### src/rtl/operand_fetch_pkg.sv
// Operand fetch shared definitions.
// Register-file geometry, scoreboard counter width, the default writeback
// distance (PIPE_DEPTH) and the per-register countdown update rule.
package operand_fetch_pkg;

    localparam int unsigned NUM_REGS       = 32;
    localparam int unsigned REG_ADR_W      = 5;
    localparam int unsigned DATA_W         = 32;
    localparam int unsigned CNT_W          = 2;
    localparam int unsigned PIPE_DEPTH_DEF = 3;

    typedef logic [REG_ADR_W-1:0] reg_adr_t;
    typedef logic [DATA_W-1:0]    reg_data_t;
    typedef logic [CNT_W-1:0]     pend_cnt_t;

    // Next countdown value for one register.
    // Priority: flush clear > new writer load > decrement (saturating at 0).
    function automatic pend_cnt_t pend_next(
        input pend_cnt_t cur,
        input logic      load,
        input logic      clr,
        input pend_cnt_t depth
    );
        if (clr)
            return '0;
        else if (load)
            return depth;
        else if (cur != '0)
            return cur - pend_cnt_t'(1);
        else
            return '0;
    endfunction

endpackage

### src/rtl/operand_fetch_if.sv
// Operand fetch bus.
// Groups the D-stage request, writeback port and operand/stall results.
//   master : D-stage / pipeline control (drives requests, writeback, flush)
//   slave  : operand_fetch (returns operands, stall, debug countdown)
// Signals:
//   rs_adr, rt_adr, rs_use, rt_use : D-stage source operands
//   issue, dst_adr                 : advance request and its destination
//   flush                          : squash all in-flight E/M writers
//   regw_enable, regw_adr, reg_write : writeback write port
//   rs_data, rt_data               : operand values (W->D bypassed)
//   stall                          : hold D, operand not yet available
//   pend_cnt_rs                    : countdown of the rs register
interface operand_fetch_if;
    import operand_fetch_pkg::*;

    reg_adr_t  rs_adr;
    reg_adr_t  rt_adr;
    logic      rs_use;
    logic      rt_use;
    logic      issue;
    reg_adr_t  dst_adr;
    logic      flush;
    logic      regw_enable;
    reg_adr_t  regw_adr;
    reg_data_t reg_write;
    reg_data_t rs_data;
    reg_data_t rt_data;
    logic      stall;
    pend_cnt_t pend_cnt_rs;

    modport master (
        output rs_adr, rt_adr, rs_use, rt_use, issue, dst_adr, flush,
               regw_enable, regw_adr, reg_write,
        input  rs_data, rt_data, stall, pend_cnt_rs
    );

    modport slave (
        input  rs_adr, rt_adr, rs_use, rt_use, issue, dst_adr, flush,
               regw_enable, regw_adr, reg_write,
        output rs_data, rt_data, stall, pend_cnt_rs
    );

endinterface

### src/rtl/operand_fetch_grf_core.sv
// grf_core: general register file, $1..$31 (no storage for $0).
// One write port, two combinational read ports with W->D bypass.
// Ports:
//   i_clk, i_rst_n       : clock, asynchronous active-low reset
//   i_we, i_wadr, i_wdata: writeback write port (writes to $0 dropped)
//   i_radr_a, i_radr_b   : read addresses
//   o_rdata_a, o_rdata_b : read data ($0 reads 0, bypass on address match)
module grf_core
    import operand_fetch_pkg::*;
(
    input  logic      i_clk,
    input  logic      i_rst_n,
    input  logic      i_we,
    input  reg_adr_t  i_wadr,
    input  reg_data_t i_wdata,
    input  reg_adr_t  i_radr_a,
    input  reg_adr_t  i_radr_b,
    output reg_data_t o_rdata_a,
    output reg_data_t o_rdata_b
);

    reg_data_t r_regs [1:NUM_REGS-1];

    logic w_wr_valid;
    logic w_byp_a;
    logic w_byp_b;

    assign w_wr_valid = i_we && (i_wadr != '0);
    assign w_byp_a    = w_wr_valid && (i_wadr == i_radr_a);
    assign w_byp_b    = w_wr_valid && (i_wadr == i_radr_b);

    always_ff @(posedge i_clk or negedge i_rst_n) begin
        if (!i_rst_n) begin
            for (int unsigned i = 1; i < NUM_REGS; i++)
                r_regs[i] <= '0;
        end else if (w_wr_valid) begin
            r_regs[i_wadr] <= i_wdata;
        end
    end

    // The bypass condition already excludes $0, so the $0 check comes first.
    always_comb begin
        o_rdata_a = '0;
        if (i_radr_a == '0)
            o_rdata_a = '0;
        else if (w_byp_a)
            o_rdata_a = i_wdata;
        else
            o_rdata_a = r_regs[i_radr_a];
    end

    always_comb begin
        o_rdata_b = '0;
        if (i_radr_b == '0)
            o_rdata_b = '0;
        else if (w_byp_b)
            o_rdata_b = i_wdata;
        else
            o_rdata_b = r_regs[i_radr_b];
    end

endmodule

### src/rtl/operand_fetch.sv
// operand_fetch: D-stage operand read with a per-register countdown
// scoreboard. An issuing writer loads PIPE_DEPTH into its destination's
// counter; D stalls while a source counter is above 1. At 1 the value is
// on the writeback port that cycle and is picked up by the bypass.
// Ports:
//   clk   : rising-edge clock
//   reset : asynchronous active-low reset
//   bus   : operand_fetch_if slave (requests, writeback, results)
module operand_fetch
    import operand_fetch_pkg::*;
#(
    parameter int unsigned PIPE_DEPTH = PIPE_DEPTH_DEF
)
(
    input  logic           clk,
    input  logic           reset,
    operand_fetch_if.slave bus
);

    pend_cnt_t r_pend [NUM_REGS];

    logic      w_stall;
    logic      w_fire;
    logic      w_load_valid;
    pend_cnt_t w_pend_rs;
    pend_cnt_t w_pend_rt;
    reg_data_t w_rs_data;
    reg_data_t w_rt_data;

    grf_core u_grf (
        .i_clk     (clk),
        .i_rst_n   (reset),
        .i_we      (bus.regw_enable),
        .i_wadr    (bus.regw_adr),
        .i_wdata   (bus.reg_write),
        .i_radr_a  (bus.rs_adr),
        .i_radr_b  (bus.rt_adr),
        .o_rdata_a (w_rs_data),
        .o_rdata_b (w_rt_data)
    );

    // r_pend[0] is never loaded (dst 0 is excluded), so it stays 0 and the
    // $0 lookups below naturally produce 0.
    assign w_pend_rs = r_pend[bus.rs_adr];
    assign w_pend_rt = r_pend[bus.rt_adr];

    assign w_stall = (bus.rs_use && (bus.rs_adr != '0) && (w_pend_rs > pend_cnt_t'(1)))
                   | (bus.rt_use && (bus.rt_adr != '0) && (w_pend_rt > pend_cnt_t'(1)));

    assign w_fire       = bus.issue && !w_stall;
    assign w_load_valid = w_fire && (bus.dst_adr != '0);

    always_ff @(posedge clk or negedge reset) begin
        if (!reset) begin
            for (int unsigned i = 0; i < NUM_REGS; i++)
                r_pend[i] <= '0;
        end else begin
            for (int unsigned i = 0; i < NUM_REGS; i++)
                r_pend[i] <= pend_next(r_pend[i],
                                       w_load_valid && (bus.dst_adr == reg_adr_t'(i)),
                                       bus.flush,
                                       pend_cnt_t'(PIPE_DEPTH));
        end
    end

    assign bus.rs_data     = w_rs_data;
    assign bus.rt_data     = w_rt_data;
    assign bus.stall       = w_stall;
    assign bus.pend_cnt_rs = (bus.rs_adr == '0) ? '0 : w_pend_rs;

endmodule

### src/flat_wrapper.sv
// flat-port wrapper written by rule: the top's interface ports become plain ports
module operand_fetch_flat import operand_fetch_pkg::*;
#(
    parameter int unsigned PIPE_DEPTH = PIPE_DEPTH_DEF
)
  (clk, reset, bus_rs_adr, bus_rt_adr, bus_rs_use, bus_rt_use, bus_issue, bus_dst_adr, bus_flush, bus_regw_enable, bus_regw_adr, bus_reg_write, bus_rs_data, bus_rt_data, bus_stall, bus_pend_cnt_rs);
  operand_fetch_if bus_i ();
  input  logic clk;
  input  logic reset;
  input wire logic [$bits(bus_i.rs_adr)-1:0] bus_rs_adr;
  input wire logic [$bits(bus_i.rt_adr)-1:0] bus_rt_adr;
  input wire logic [$bits(bus_i.rs_use)-1:0] bus_rs_use;
  input wire logic [$bits(bus_i.rt_use)-1:0] bus_rt_use;
  input wire logic [$bits(bus_i.issue)-1:0] bus_issue;
  input wire logic [$bits(bus_i.dst_adr)-1:0] bus_dst_adr;
  input wire logic [$bits(bus_i.flush)-1:0] bus_flush;
  input wire logic [$bits(bus_i.regw_enable)-1:0] bus_regw_enable;
  input wire logic [$bits(bus_i.regw_adr)-1:0] bus_regw_adr;
  input wire logic [$bits(bus_i.reg_write)-1:0] bus_reg_write;
  output wire logic [$bits(bus_i.rs_data)-1:0] bus_rs_data;
  output wire logic [$bits(bus_i.rt_data)-1:0] bus_rt_data;
  output wire logic [$bits(bus_i.stall)-1:0] bus_stall;
  output wire logic [$bits(bus_i.pend_cnt_rs)-1:0] bus_pend_cnt_rs;
  assign bus_i.rs_adr = bus_rs_adr;
  assign bus_i.rt_adr = bus_rt_adr;
  assign bus_i.rs_use = bus_rs_use;
  assign bus_i.rt_use = bus_rt_use;
  assign bus_i.issue = bus_issue;
  assign bus_i.dst_adr = bus_dst_adr;
  assign bus_i.flush = bus_flush;
  assign bus_i.regw_enable = bus_regw_enable;
  assign bus_i.regw_adr = bus_regw_adr;
  assign bus_i.reg_write = bus_reg_write;
  assign bus_rs_data = bus_i.rs_data;
  assign bus_rt_data = bus_i.rt_data;
  assign bus_stall = bus_i.stall;
  assign bus_pend_cnt_rs = bus_i.pend_cnt_rs;
  operand_fetch #(.PIPE_DEPTH(PIPE_DEPTH)) u_core (.clk(clk), .reset(reset), .bus(bus_i));
endmodule
### config.mk
export PLATFORM = sky130hd
export DESIGN_NAME = operand_fetch_flat
export DESIGN_NICKNAME = d
export VERILOG_FILES = /design/src/rtl/operand_fetch_pkg.sv /design/src/rtl/operand_fetch_if.sv /design/src/rtl/operand_fetch_grf_core.sv /design/src/rtl/operand_fetch.sv /design/src/flat_wrapper.sv
export SDC_FILE = /design/constraint.sdc
export NUM_CORES = 2
export LEC_CHECK = 0
export CORE_MARGIN = 8
export CORE_UTILIZATION = 55
export DETAILED_ROUTE_END_ITERATION = 16
export PLACE_DENSITY = 0.72
export SETUP_SLACK_MARGIN = 0.02
export SYNTH_ARGS = -nofsm -noshare
export SYNTH_HDL_FRONTEND = slang
export SYNTH_SLANG_ARGS = --single-unit
### constraint.sdc
create_clock -name clk -period 4 [get_ports clk]
set_clock_uncertainty 0.1 [all_clocks]
set_input_delay 0.8 -clock clk [delete_from_list [all_inputs] [get_ports clk]]
set_output_delay 0.8 -clock clk [all_outputs]
set_load 0.1 [all_outputs]
# ---- Yosys cells after proc, flatten, opt, wreduce, memory -nomap -nowiden
# Cells that the tools add are included.
dict set report classes {
  addsub 32
  n_lt_le_gt_ge 6
  eq_ne 33
  mux 116
  n_bitwise 4
  n_reduce_logical 82
}
# operator n
set ops {}
lappend ops {{$bwmux W992} 1}
lappend ops {{$bmux W32 S5} 2}
lappend ops {{$mux W32} 9}
lappend ops {{$mux W2} 101}
lappend ops {{$demux W32 S5} 1}
lappend ops {{$eq A5 B5 Y1 const B} 16}
lappend ops {{$reduce_bool A2 Y1} 32}
lappend ops {{$sub A2 B1 Y2 const B} 32}
lappend ops {{$logic_and A1 B1 Y1} 42}
lappend ops {{$eq A5 B4 Y1 const B} 8}
lappend ops {{$bmux W2 S5} 2}
lappend ops {{$eq A5 B3 Y1 const B} 4}
lappend ops {{$reduce_bool A5 Y1} 4}
lappend ops {{$ge A6 B6 Y1 const B} 3}
lappend ops {{$not A5 Y6} 3}
lappend ops {{$logic_not A5 Y1} 3}
lappend ops {{$eq A5 B2 Y1 const B} 2}
lappend ops {{$eq A5 B5 Y1} 2}
lappend ops {{$lt A6 B1 Y1 const B} 1}
lappend ops {{$eq A5 B1 Y1 const B} 1}
lappend ops {{$gt A2 B1 Y1 const B} 2}
lappend ops {{$logic_not A1 Y1} 1}
lappend ops {{$or A1 B1 Y1} 1}
dict set report totals {
  regBits 1056
  out_inout_bits 67
  wordCells 336
}

# ---- Longest topological paths before layout
dict set report depth {
  ltp_word 13
  mapped_depth 11
}

# ---- Modules after synthesis
# Synthesis repeated with hierarchy kept, for this count alone.
dict set report unflattened {
  cells_unflattened 3968
  area_unflattened_um2 56927.1
}
# module n_inst cells_each area_per_inst_um2
set by_module_without_submodules {}
lappend by_module_without_submodules {grf_core 1 3641 53369.9}
lappend by_module_without_submodules {operand_fetch 1 327 3557.2}

# ---- Worst setup path before layout
# Ideal clock, no wire load.
dict set report synth_path {
  kind {input to output}
  from {input bus_rs_adr[0]}
  to {output bus_rs_data[10]}
  arrival_time_ns 3.937
  required_ns 3.100
  slack_ns -0.837
  path_stages 9
  n_path_buf 6
  cell_sequence {buf_2 buf_2 buf_2 buf_2 xor2_1 or4_1 buf_2 clkbuf_1 a21oi_1}
}
dict set report synth_between {
  elab_chain_cells 6
  word_cells_on_any_way 9
  cone_classes {1 x eq/ne; 5 x mux; 1 x bitwise; 2 x reduce/logical}
}
# element line
set synth_lines {}
lappend synth_lines {{from (decl)} flat_wrapper.sv:10} ;# input wire logic [$bits(bus_i.rs_adr)-1:0] bus_rs_adr;
lappend synth_lines {{$not A5 Y6 (not written as such)} operand_fetch_grf_core.sv:49} ;# o_rdata_a = r_regs[i_radr_a];
lappend synth_lines {{$bmux W32 S5} operand_fetch_grf_core.sv:49}
lappend synth_lines {{$mux W32 (not written as such) (2 in a row)} operand_fetch_grf_core.sv:49}
lappend synth_lines {{$mux W32} operand_fetch_grf_core.sv:46} ;# else if (w_byp_a)
lappend synth_lines {{$mux W32 (*)} operand_fetch_grf_core.sv:44} ;# if (i_radr_a == '0)
lappend synth_lines {{to (decl)} flat_wrapper.sv:20} ;# output wire logic [$bits(bus_i.rs_data)-1:0] bus_rs_data;
# Every way passes the cells marked *; elsewhere a longest branch is shown, timed or not. The select of a mux whose other input is x is not followed.

# ---- Final worst setup path
dict set report layout_path {
  from {input bus_rs_adr[0]}
  to {output bus_rs_data[31]}
}
# Same word-level chain as after synthesis.

==> metrics.cfg <==
[floorplan]
dieWidth_um = 337
rows = 117
fp.dieArea_um2 = 113000
start_util = 0.555
die-height_um = 337
pin_count = 126
fp.coreArea_um2 = 102000

[worst_setup_path]
r2r_start = u_core.r_pend[15]
r2r_setup_slack_ns = 1.21
r2r_end = u_core.r_pend[33]
worstSetupPathType = input pin to output pin
required_ns = 3.10
cp_cell_sequence = buf_16, buf_12, nor2b_4, buf_12, a221oi_1, nor3_1, a21oi_1, a21oi_4, buf_12
startpoint_type = input pin
cpLargestDelayFamily = buffers and inverters
arrival_ns = 3.04
cp_slowest_cell = nor2b_4
crit_fanout = 20
worstSetupEndpointType = output pin
slowest_delay_ns = 0.46
crit_buf_inv = 4
crit_top_cell = buf_12
rr_worst_depth = 7

[grt]
globalRouteOverflowTotal = 0
grt_max_degree = 122
antenna_found_initial = 1
grt_first_pass_wirelength_mm = 257
grtUsageTotal = 0.300
grt_pass1_vias = 39553

[yosys]
synth_area_leaders = dfrtp_1 (47%), mux2_2 (21%), mux4_2 (21%)
synthArstFlopShare = 1.00
yosys_most_used_dff = dfrtp_1
ys_seq_area_frac = 0.467
syn_inst = 3823
synth_cell_type_count = 49
syn_nets = 3882
yosys_warnings = 0
syn_area_um2 = 56500
yosysTopAreaCellShare = 0.467
synth_edf_count = 0
synth_area_leader_cell = dfrtp_1
synth-seq-cells = 1054
syn_avg_cell_area_um2 = 14.8

[power_and_ir_drop]
intPower_uw = 24400
p_leak_uw = 0.0287
p_sw_frac = 0.285
clockPowerShare = 0.339
pwr-share-comb = 0.249
switchingPower_uw = 9720
ir_worst_vdd_mv = 0.369
seq_power_share = 0.413
power_density_nw_per_um2 = 508

[hold_path]
worst_hold_path.num_cells = 1
hold_end = u_core.r_pend[60]
hp-class = flip-flop to flip-flop
min-delay-start = u_core.r_pend[60]

[job]
cap_viol_max_count = 0

[clock_network]
cts_tree = yes
cts_max_level = 3
root_buffer = clkbuf_16
clk_pin_slew_worst_paths_ns = 0.06
cts-buffers-inserted = 114
cts_buffer_depth = 3
clk-insertion-delay-late_ns = 0.70
clkSinkCount = 1054

[detailed_routing]
routedWlPerCell_um = 30.9
routed_wl_mm = 169
drc = 0
ant_nets = 0
drt_iter0_markers = 3675
drt-vias-per-instance = 6.84
drtPass1Iterations = 5
vias = 37411

[timing]
timing.final.crit_share = 0.985
finalSetupViolations = 0
hold_violations = 0
rsz0062_at_grt = yes
max_freq_ghz = 0.254
worst_hold_slack_ns = 0.347
worstMarginPinSlew_ns = 0.938
finalMaxSlewViolations = 0
finalCriticalPeriod_ns = 3.94
slew_headroom = 0.373
setup_ws_ns = 0.0598

[layout]
layout_common_cells = dfrtp_1 (1054), mux2_2 (1053), mux4_2 (526), buf_4 (270), buf_12 (144)
final_nets = 4064
drive_gt1_frac = 0.565
synthToLayoutAreaGrowth_pct = 18.9
layout_commonest_cell = dfrtp_1

[placement]
portBuffers = 125
dp.final_hpwl_mm = 105
post-place-ws_ns = -0.234
gp_congestion = 0.851

[outcome]
status = complete, no violations

synth_stat cells (all sizes together) (2+ instances only):
cell and number:
o22a 31, nor2b 11, o22ai 46, xor2 4
clkbuf 240, or3b 2, dfrtp 1054, xnor2 6
o2bb2ai 32, nor3b 3, nor3 34, a22oi 36
nor2 89, nand3b 5, o41ai 3, nand3 12
mux4 526, inv 33, nand2 67, buf 167
or2 3, nor4b 2, and3 4, or4 3
o21ai 65, mux2i 55, a221oi 32, o31ai 2
nand4b 3, a22o 3, o32ai 12, mux2 1057
nand2b 37, nand4 5, a21oi 132
final cells by class:
type	instances	area, um2
timing repair buffer	473	5580
inverter	34	128
clock buffer	152	3250
clock inverter	60	872
antenna	1	2.50
fill	7110	34700
tap	1368	1710
multi-input combinational	2328	29300
sequential	1054	26400
metal layers:
| layer | share of wire | global-route usage |
|---|---|---|
| met1 | 0.40 | 0.407 |
| met2 | 0.47 | 0.474 |
| met3 | 0.088 | 0.0689 |
| met4 | 0.043 | 0.121 |
| met5 | 0 | 0 |
repair_timing:
action,CTS,global route
hold buffers,1,0
hold endpoints to repair,22,0
setup endpoints to repair,52,24
buffers inserted,0,0
gates resized for setup,6,8
gates cloned,1,1
sequential cells by signal, indices dropped and copies added (netlist names):
name / count
u_core.u_grf.r_regs: 992
u_core.r_pend: 62
power groups by stage:
stage / sequential (uW) / combinational [uW] / clock, uW
after floorplan: 13700 / 6150 / 0
after global placement: 14000 / 8280 / 0
after detailed placement: 14200 / 8460 / 0
after CTS: 14000 / 8510 / 11700
after global routing: 14300 / 8940 / 12100
final: 14100 / 8490 / 11600
cells by family (layout without fill, tap and decap cells):
group | count (synthesis) | after routing | synth area share
muxes | 1638 | 1638 | 0.430
DFF | 1054 | 1054 | 0.467
buffers and inverters | 441 | 719 | 0.0312
AOI/OAI and AO/OA | 398 | 398 | 0.0461
and+or+nand+nor | 282 | 282 | 0.0243
xor gates and xnor gates | 10 | 10 | 0.00155
other | 0 | 1 | 0
worst max path at each step:
stage / from / end / cells after the start / slack (ns)
after CTS: bus_regw_adr[0] / bus_rs_data[28] / 9 / 0.03
after global routing: bus_regw_adr[2] / bus_rs_data[6] / 10 / 0.01
final: bus_rs_adr[0] / bus_rs_data[31] / 9 / 0.06
after detailed placement: bus_rt_adr[0] / bus_rt_data[18] / 7 / -0.23
after floorplan: bus_rt_adr[0] / bus_rt_data[10] / 9 / -0.01
after global placement: bus_rt_adr[0] / bus_rt_data[18] / 7 / -0.24
metrics by stage:
step	utilization	total power, uW	instance area [um2]	setup TNS [ns]	instances
floorplan	-	19800	57300	-0.207	3823
global placement	0.618	22300	63000	-2.54	5254
detailed placement	0.618	22600	63000	-2.49	5254
CTS	0.659	34200	67100	0	5468
global route	0.659	35400	67200	0	5469
finish	0.660	34100	67200	0	5470
Note: power is estimated with default switching activity, not from simulation.
